$ cat src/rtl/adc_frame_pkg.sv
// Shared types for the ADC frame packer: FSM states and the 128-bit header layout.
package adc_frame_pkg;

  typedef enum logic [1:0] {
    ST_IDLE,
    ST_HEADER,
    ST_PAYLOAD,
    ST_DONE
  } state_e;

  localparam logic [15:0] HDR_MAGIC = 16'hA55A;

  // Field order fixes the bit offsets: magic [127:112], ch_id [111:104], seq [103:88],
  // len [87:72], cnt [71:40], reserved [39:0].
  typedef struct packed {
    logic [15:0] magic;
    logic [7:0]  ch_id;
    logic [15:0] seq;
    logic [15:0] len;
    logic [31:0] cnt;
    logic [39:0] rsvd;
  } hdr_t;

  function automatic logic [127:0] build_header(input logic [7:0]  ch,
                                                input logic [15:0] seq,
                                                input logic [15:0] len,
                                                input logic [31:0] cnt);
    hdr_t h;
    h.magic = HDR_MAGIC;
    h.ch_id = ch;
    h.seq   = seq;
    h.len   = len;
    h.cnt   = cnt;
    h.rsvd  = '0;
    return h;
  endfunction

endpackage

$ cat src/rtl/adc_frame_packer_if.sv
// Sample input and packet output stream of the frame packer.
// master: capture block + readout consumer side; slave: the packer.
interface adc_frame_packer_if;
  logic [127:0] sample_data;
  logic         sample_strobe;
  logic [127:0] m_data;
  logic         m_valid;
  logic         m_ready;

  modport master (
    output sample_data, sample_strobe, m_ready,
    input  m_data, m_valid
  );

  modport slave (
    input  sample_data, sample_strobe, m_ready,
    output m_data, m_valid
  );
endinterface

$ cat src/rtl/adc_frame_fifo.sv
// Synchronous first-word-fall-through FIFO with registered full/empty flags.
module adc_frame_fifo #(
  parameter int unsigned DEPTH = 16,
  parameter int unsigned WIDTH = 128
) (
  input  logic             clk_i,
  input  logic             rst_ni,
  input  logic             wr_en_i,
  input  logic [WIDTH-1:0] wr_data_i,
  input  logic             rd_en_i,
  output logic [WIDTH-1:0] rd_data_o,
  output logic             full_o,
  output logic             empty_o
);

  localparam int unsigned AW      = $clog2(DEPTH);
  localparam logic [AW:0]   DEPTH_C = (AW+1)'(DEPTH);
  localparam logic [AW:0]   CNT_ONE = (AW+1)'(1);
  localparam logic [AW-1:0] PTR_ONE = AW'(1);

  logic [WIDTH-1:0] mem_q [DEPTH];
  logic [AW-1:0]    wr_ptr_q, rd_ptr_q;
  logic [AW:0]      cnt_q, cnt_d;
  logic             full_q, empty_q;
  logic             wr_ok, rd_ok;

  // A write is refused on the registered full flag even if a read frees a slot this cycle.
  assign wr_ok = wr_en_i && !full_q;
  assign rd_ok = rd_en_i && !empty_q;

  always_comb begin
    cnt_d = cnt_q;
    if (wr_ok && !rd_ok)      cnt_d = cnt_q + CNT_ONE;
    else if (!wr_ok && rd_ok) cnt_d = cnt_q - CNT_ONE;
  end

  always_ff @(posedge clk_i or negedge rst_ni) begin
    if (!rst_ni) begin
      wr_ptr_q <= '0;
      rd_ptr_q <= '0;
      cnt_q    <= '0;
      full_q   <= 1'b0;
      empty_q  <= 1'b1;
    end else begin
      if (wr_ok) wr_ptr_q <= wr_ptr_q + PTR_ONE;
      if (rd_ok) rd_ptr_q <= rd_ptr_q + PTR_ONE;
      cnt_q   <= cnt_d;
      full_q  <= (cnt_d == DEPTH_C);
      empty_q <= (cnt_d == '0);
    end
  end

  always_ff @(posedge clk_i) begin
    if (wr_ok) mem_q[wr_ptr_q] <= wr_data_i;
  end

  assign rd_data_o = empty_q ? '0 : mem_q[rd_ptr_q];
  assign full_o    = full_q;
  assign empty_o   = empty_q;

endmodule

$ cat src/rtl/adc_frame_packer.sv
// Frames 128-bit ADC capture words into headered packets, buffers them in a FWFT FIFO
// and signals count_equal once the programmed number of words has been captured.
module adc_frame_packer #(
  parameter logic [7:0]  CH_ID      = 8'd0,
  parameter int unsigned FIFO_DEPTH = 16
) (
  input  logic                     clk,
  input  logic                     rst_n,
  input  logic                     capture_en,
  input  logic [15:0]              frame_len,
  input  logic [31:0]              total_words,
  adc_frame_packer_if.slave        bus,
  output logic                     count_equal,
  output logic                     overflow,
  output logic [15:0]              frame_seq
);
  import adc_frame_pkg::*;

  state_e       state_q, state_d;
  logic         cap_en_q;
  logic [15:0]  flen_q, flen_d;
  logic [31:0]  total_q, total_d;
  logic [31:0]  word_cnt_q, word_cnt_d, word_cnt_inc;
  logic [15:0]  fwc_q, fwc_d;
  logic [15:0]  seq_q, seq_d;
  logic         ovf_q, ovf_d;
  logic         pend_valid_q, pend_valid_d;
  logic [127:0] pend_data_q, pend_data_d;
  logic         last_word;

  logic         fifo_wr;
  logic [127:0] fifo_wdata;
  logic         fifo_full, fifo_empty;

  assign word_cnt_inc = (word_cnt_q == '1) ? word_cnt_q : word_cnt_q + 32'd1;
  assign last_word    = (total_q != '0) && (word_cnt_inc == total_q);

  always_ff @(posedge clk or negedge rst_n) begin
    if (!rst_n) begin
      state_q      <= ST_IDLE;
      cap_en_q     <= 1'b0;
      flen_q       <= 16'd1;
      total_q      <= '0;
      word_cnt_q   <= '0;
      fwc_q        <= '0;
      seq_q        <= '0;
      ovf_q        <= 1'b0;
      pend_valid_q <= 1'b0;
      pend_data_q  <= '0;
    end else begin
      state_q      <= state_d;
      cap_en_q     <= capture_en;
      flen_q       <= flen_d;
      total_q      <= total_d;
      word_cnt_q   <= word_cnt_d;
      fwc_q        <= fwc_d;
      seq_q        <= seq_d;
      ovf_q        <= ovf_d;
      pend_valid_q <= pend_valid_d;
      pend_data_q  <= pend_data_d;
    end
  end

  always_comb begin
    state_d      = state_q;
    flen_d       = flen_q;
    total_d      = total_q;
    word_cnt_d   = word_cnt_q;
    fwc_d        = fwc_q;
    seq_d        = seq_q;
    ovf_d        = ovf_q;
    pend_valid_d = pend_valid_q;
    pend_data_d  = pend_data_q;
    fifo_wr      = 1'b0;
    fifo_wdata   = pend_data_q;

    if (!capture_en) begin
      state_d      = ST_IDLE;
      pend_valid_d = 1'b0;
    end else begin
      case (state_q)
        ST_IDLE: begin
          if (!cap_en_q) begin
            flen_d       = (frame_len == '0) ? 16'd1 : frame_len;
            total_d      = total_words;
            word_cnt_d   = '0;
            fwc_d        = '0;
            seq_d        = '0;
            ovf_d        = 1'b0;
            pend_valid_d = 1'b0;
            state_d      = ST_HEADER;
          end
        end

        ST_HEADER: begin
          // fwc_q here counts strobes taken while stalled, so subtracting it gives
          // the index of the frame's first payload word.
          fifo_wr    = !fifo_full;
          fifo_wdata = build_header(CH_ID, seq_q, flen_q, word_cnt_q - {16'd0, fwc_q});
          if (!fifo_full) seq_d = seq_q + 16'd1;
          if (bus.sample_strobe) begin
            word_cnt_d = word_cnt_inc;
            fwc_d      = fwc_q + 16'd1;
            if (pend_valid_q) begin
              ovf_d = 1'b1;
            end else begin
              pend_valid_d = 1'b1;
              pend_data_d  = bus.sample_data;
            end
          end
          if (bus.sample_strobe && last_word) state_d = ST_DONE;
          else if (!fifo_full)                state_d = ST_PAYLOAD;
        end

        ST_PAYLOAD: begin
          fifo_wr    = (pend_valid_q || bus.sample_strobe) && !fifo_full;
          fifo_wdata = pend_valid_q ? pend_data_q : bus.sample_data;
          if (pend_valid_q && !fifo_full) pend_valid_d = 1'b0;
          if (bus.sample_strobe) begin
            word_cnt_d = word_cnt_inc;
            fwc_d      = fwc_q + 16'd1;
            if (fifo_full) begin
              ovf_d = 1'b1;
            end else if (pend_valid_q) begin
              // pending word takes the write port; the new word queues behind it
              pend_valid_d = 1'b1;
              pend_data_d  = bus.sample_data;
            end
          end
          if (bus.sample_strobe && last_word) begin
            state_d = ST_DONE;
          end else if ((fwc_d >= flen_q) && !pend_valid_d) begin
            state_d = ST_HEADER;
            fwc_d   = '0;
          end
        end

        ST_DONE: begin
          fifo_wr = pend_valid_q && !fifo_full;
          if (fifo_wr) pend_valid_d = 1'b0;
        end

        default: state_d = ST_IDLE;
      endcase
    end
  end

  adc_frame_fifo #(
    .DEPTH (FIFO_DEPTH),
    .WIDTH (128)
  ) u_fifo (
    .clk_i     (clk),
    .rst_ni    (rst_n),
    .wr_en_i   (fifo_wr),
    .wr_data_i (fifo_wdata),
    .rd_en_i   (bus.m_ready),
    .rd_data_o (bus.m_data),
    .full_o    (fifo_full),
    .empty_o   (fifo_empty)
  );

  assign bus.m_valid = !fifo_empty;
  assign count_equal = (state_q == ST_DONE);
  assign overflow    = ovf_q;
  assign frame_seq   = seq_q;

endmodule
$ cat src/flat_wrapper.sv
// flat-port wrapper written by rule: the top's interface ports become plain ports
module adc_frame_packer_flat import adc_frame_pkg::*;
#(
  parameter logic [7:0]  CH_ID      = 8'd0,
  parameter int unsigned FIFO_DEPTH = 16
)
  (clk, rst_n, capture_en, frame_len, total_words, count_equal, overflow, frame_seq, bus_sample_data, bus_sample_strobe, bus_m_ready, bus_m_data, bus_m_valid);
  adc_frame_packer_if bus_i ();
  input  logic clk;
  input  logic rst_n;
  input  logic capture_en;
  input  logic [15:0] frame_len;
  input  logic [31:0] total_words;
  output logic count_equal;
  output logic overflow;
  output logic [15:0] frame_seq;
  input wire logic [$bits(bus_i.sample_data)-1:0] bus_sample_data;
  input wire logic [$bits(bus_i.sample_strobe)-1:0] bus_sample_strobe;
  input wire logic [$bits(bus_i.m_ready)-1:0] bus_m_ready;
  output wire logic [$bits(bus_i.m_data)-1:0] bus_m_data;
  output wire logic [$bits(bus_i.m_valid)-1:0] bus_m_valid;
  assign bus_i.sample_data = bus_sample_data;
  assign bus_i.sample_strobe = bus_sample_strobe;
  assign bus_i.m_ready = bus_m_ready;
  assign bus_m_data = bus_i.m_data;
  assign bus_m_valid = bus_i.m_valid;
  adc_frame_packer #(.CH_ID(CH_ID), .FIFO_DEPTH(FIFO_DEPTH)) u_core (.clk(clk), .rst_n(rst_n), .capture_en(capture_en), .frame_len(frame_len), .total_words(total_words), .bus(bus_i), .count_equal(count_equal), .overflow(overflow), .frame_seq(frame_seq));
endmodule
$ cat config.mk
export PLATFORM = sky130hd
export DESIGN_NAME = adc_frame_packer_flat
export DESIGN_NICKNAME = d
export VERILOG_FILES = /design/src/rtl/adc_frame_pkg.sv /design/src/rtl/adc_frame_packer_if.sv /design/src/rtl/adc_frame_fifo.sv /design/src/rtl/adc_frame_packer.sv /design/src/flat_wrapper.sv
export SDC_FILE = /design/constraint.sdc
export NUM_CORES = 2
export LEC_CHECK = 0
export CAP_MARGIN = 0
export CORE_MARGIN = 5
export CORE_UTILIZATION = 45
export CTS_CLUSTER_DIAMETER = 50
export DETAILED_ROUTE_END_ITERATION = 12
export PLACE_DENSITY = 0.63
export SLEW_MARGIN = 15
export SYNTH_ARGS = -nofsm -noshare
export SYNTH_HDL_FRONTEND = slang
export SYNTH_HIERARCHICAL = 1
export SYNTH_SLANG_ARGS = --single-unit
$ cat constraint.sdc
create_clock -name clk -period 8 [get_ports clk]
set_input_delay 0.8 -clock clk [delete_from_list [all_inputs] [get_ports clk]]
set_output_delay 0.8 -clock clk [all_outputs]
set_load 0.1 [all_outputs]
==> results.py <==
metrics = {
    "finish": {
        "final_common_cell": "edfxtp_1",
        "final_cell_mix": "2,048 x edfxtp_1, 448 x mux4_2, 358 x nand2_1, 325 x clkdlybuf4s50_1, 258 x mux2i_1",
        "layout-drive-gt1-share_pct": 20.9,
        "multiInputGateArea_sq_um": 25700,
        "nFillCells": 16700,
        "areaGrowthSynthToFinish_pct": 15.9,
        "seqCellArea_sq_um": 68000,
        "nets": 6034,
        "post-route-util_pct": 52.3,
    },
    "sta": {
        "period_share_pct": 77.6,
        "drv_slew": 0,
        "finalSetupViolations": 0,
        "period_needed_ns": 6.21,
        "finalHoldViolCount": 0,
        "clock.fmax_ghz": 0.161,
        "fin_worst_skew_ns": 0.0694,
        "worst_pin_slew_ns": 1.42,
        "fin_tns_setup_ns": 0,
        "slew_headroom_pct": 5.27,
        "rsz0062_at_grt": "false",
    },
    "setup_path": {
        "crit_type": "flop to output port",
        "worstPathCellList": "buf_4, buf_4, mux4_2, mux2i_1, o22ai_1, clkdlybuf4s50_1",
        "cp.depth": 6,
        "cp.arrival_ns": 5.41,
        "cpMostUsedCell": "buf_4",
        "required_ns": 7.20,
        "cp-start-kind": "flop",
        "path_max_fanout": 62,
        "critical_path.max_stage_delay_ns": 1.22,
        "crit_buf_inv": 3,
        "reg2regPathDepth": 10,
        "cp-end-kind": "output port",
        "crit_family": "buffers and inverters",
        "slowest_stage": "clkdlybuf4s50_1",
    },
    "pwr": {
        "p_switching_uw": 18400,
        "powerDensity_nw_per_um2": 419,
        "p_int_uw": 27900,
        "switching_share_pct": 39.8,
        "p_comb_share_pct": 40.0,
        "seqPwrFrac_pct": 35.2,
        "vdd.ir_drop.worst_mv": 0.529,
        "clkPwrFrac_pct": 24.7,
        "power_leakage_uw": 0.0368,
    },
    "detailed_routing": {
        "firstDrtPassIters": 6,
        "avgViaCountPerCell": 6.03,
        "vias": 53300,
        "wirelength_um": 260000,
        "wire_per_inst_um": 29.4,
        "drt_iter0_markers": 5659,
        "drc": 0,
        "ant_nets": 0,
    },
    "yosys": {
        "synth_top_family_by_area": "multiplexers",
        "synth_adder_area_share_pct": 0.624,
        "synthFlopType": "edfxtp_1",
        "synth_seq_cells": 2308,
        "syn_area_sq_um": 95500,
        "yosysWarnings": 6,
        "synth_edf_count": 2048,
        "syn_nets": 5647,
        "ys_seq_area_share_pct": 71.2,
        "syn_area_per_cell_sq_um": 17.6,
        "synthCells": 5419,
        "synth_xor_area_share_pct": 0.963,
        "synth_top_area_share_pct": 64.4,
        "synth_compound_area_share_pct": 5.58,
        "yosys.area.top_type": "edfxtp_1",
        "yosys.area_share.simple_pct": 4.12,
        "synthTopCellsByArea": "edfxtp_1 64%, mux4_2 11%, dfrtp_1 6.8%",
        "synth.area.mux_share_pct": 15.5,
        "synthDistinctLibCells": 94,
        "synth-async-reset-ratio_pct": 11.3,
    },
    "floorplan": {
        "core_sq_um": 212000,
        "die-area_sq_um": 221000,
        "rows": 169,
        "die_x_um": 471,
        "die_y_um": 471,
        "io_pins": 328,
        "start_util_pct": 45.1,
    },
    "place": {
        "globalplace.congestion": 0.869,
        "dp_hpwl_um": 143000,
        "io_buffer_count": 327,
    },
    "grt": {
        "antenna_found_initial": 7,
        "gr-usage-all-layers_pct": 23.1,
        "grt_start_max_net_pins": 140,
        "globalRouteOverflowTotal": 0,
        "grt_pass1_wl_um": 377000,
        "grt_pass1_vias": 53400,
    },
    "clocking": {
        "cts_buffers": 240,
        "htreeDepth": 4,
        "root_buffer": "clkbuf_16",
        "post_cts_resized": 0,
        "cts_buffer_depth": 3,
        "clk_pin_slew_worst_paths_ns": 0.06,
        "cts_tree": "built",
        "clock_sinks": 2308,
        "clk_latency_ns": 0.87,
        "cts_setup_buffers": 0,
    },
    "outcome": {
        "outcome": "finished, final reports clean",
    },
    "flow_run": {
        "maxCapViolations": 0,
    },
    "hold_path": {
        "holdCritPathClass": "input pin to async pin",
    },
}
## per-stage QoR
step	setup WS, ns	hold WS (ns)	area (sq um)	instances	power [uW]
after global routing	1.63	0.493	111000	8841	48100
after floorplan	2.37	0.457	95500	5419	29400
final	1.79	0.474	111000	8843	46300
after detailed placement	2.56	0.473	102000	8384	35200
after CTS	1.68	0.446	111000	8839	46600
after global placement	2.50	0.471	102000	8382	35000
## synth_stat cells (96+ instances only)
library cell,number
edfxtp_1,2048
mux4_2,448
nand2_1,360
dfrtp_1,258
mux2i_1,258
o21ai_0,241
mux2_2,188
clkbuf_1,169
a21oi_1,165
nor2_1,158
buf_2,109
o22ai_1,96
## metal layers
metal	vias up	global-route usage, %	part of all wire [%]
met5	-	0	0
met4	0	7.00	3.1
met3	385	4.06	7.7
met2	2305	36.3	47
met1	28100	33.2	42
li1	22500	-	-
## power by group through the flow
stage	sequential (uW)	clock, uW	combinational, uW
5_1_grt	16400	12200	19500
3_3_place_gp	16500	0	18400
3_5_place_dp	16600	0	18600
2_1_floorplan	16300	0	13100
6_report	16300	11500	18500
4_1_cts	16300	11600	18700
## sequential cells by signal (all words and copies together), names as in the netlist, 5 cells and up
signal,count
u_core/frame_seq,16
u_core/u_fifo/mem_q,2048
u_core/flen_q,16
u_core/fwc_q,16
u_core/total_q,32
u_core/u_fifo/cnt_q,5
u_core/pend_data_q,128
u_core/word_cnt_q,32
## logic make-up after synthesis
family,after synthesis
and+or+nand+nor,813
adders and majority gates,47
DFF,2308
xor gates and xnor gates,105
muxes,894
buffers and inverters,420
AOI/OAI and AO/OA,832
## path summary, 6_finish.rpt
kind | start | end | slack [ns]
worst max-delay path | u_core/u_fifo/rd_ptr_q[2] | bus_m_data[49] | 1.79
worst min register to register | u_core/u_fifo/cnt_q[4] | u_core/u_fifo/cnt_q[4] | 0.48
worst min-delay path | rst_n | u_core/total_q[18] | 0.47
min in group clk | u_core/u_fifo/cnt_q[4] | u_core/u_fifo/cnt_q[4] | 0.48
max in group asynchronous | rst_n | u_core/u_fifo/rd_ptr_q[2] | 6.08
worst max register to register | u_core/state_q[1] | u_core/u_fifo/mem_q[7][2] | 2.95
## cell type report
cell class              count  share of cell area, %
multi-input cells        2691                   23.2
repair buffers            486                   4.34
inverters                  79                  0.277
flip-flops and latches   2308                   61.5
clock buffers             317                   5.86
well taps                2821                   3.19
clock inverters           137                   1.58
diodes                      4                0.00905
## repair_timing
| item | in CTS | in global routing |
|---|---|---|
| hold buffers | 1 | 0 |
| setup endpoints to repair | 0 | 0 |
| hold endpoints to repair | 64 | 0 |
(Power assumes the default switching activity.)
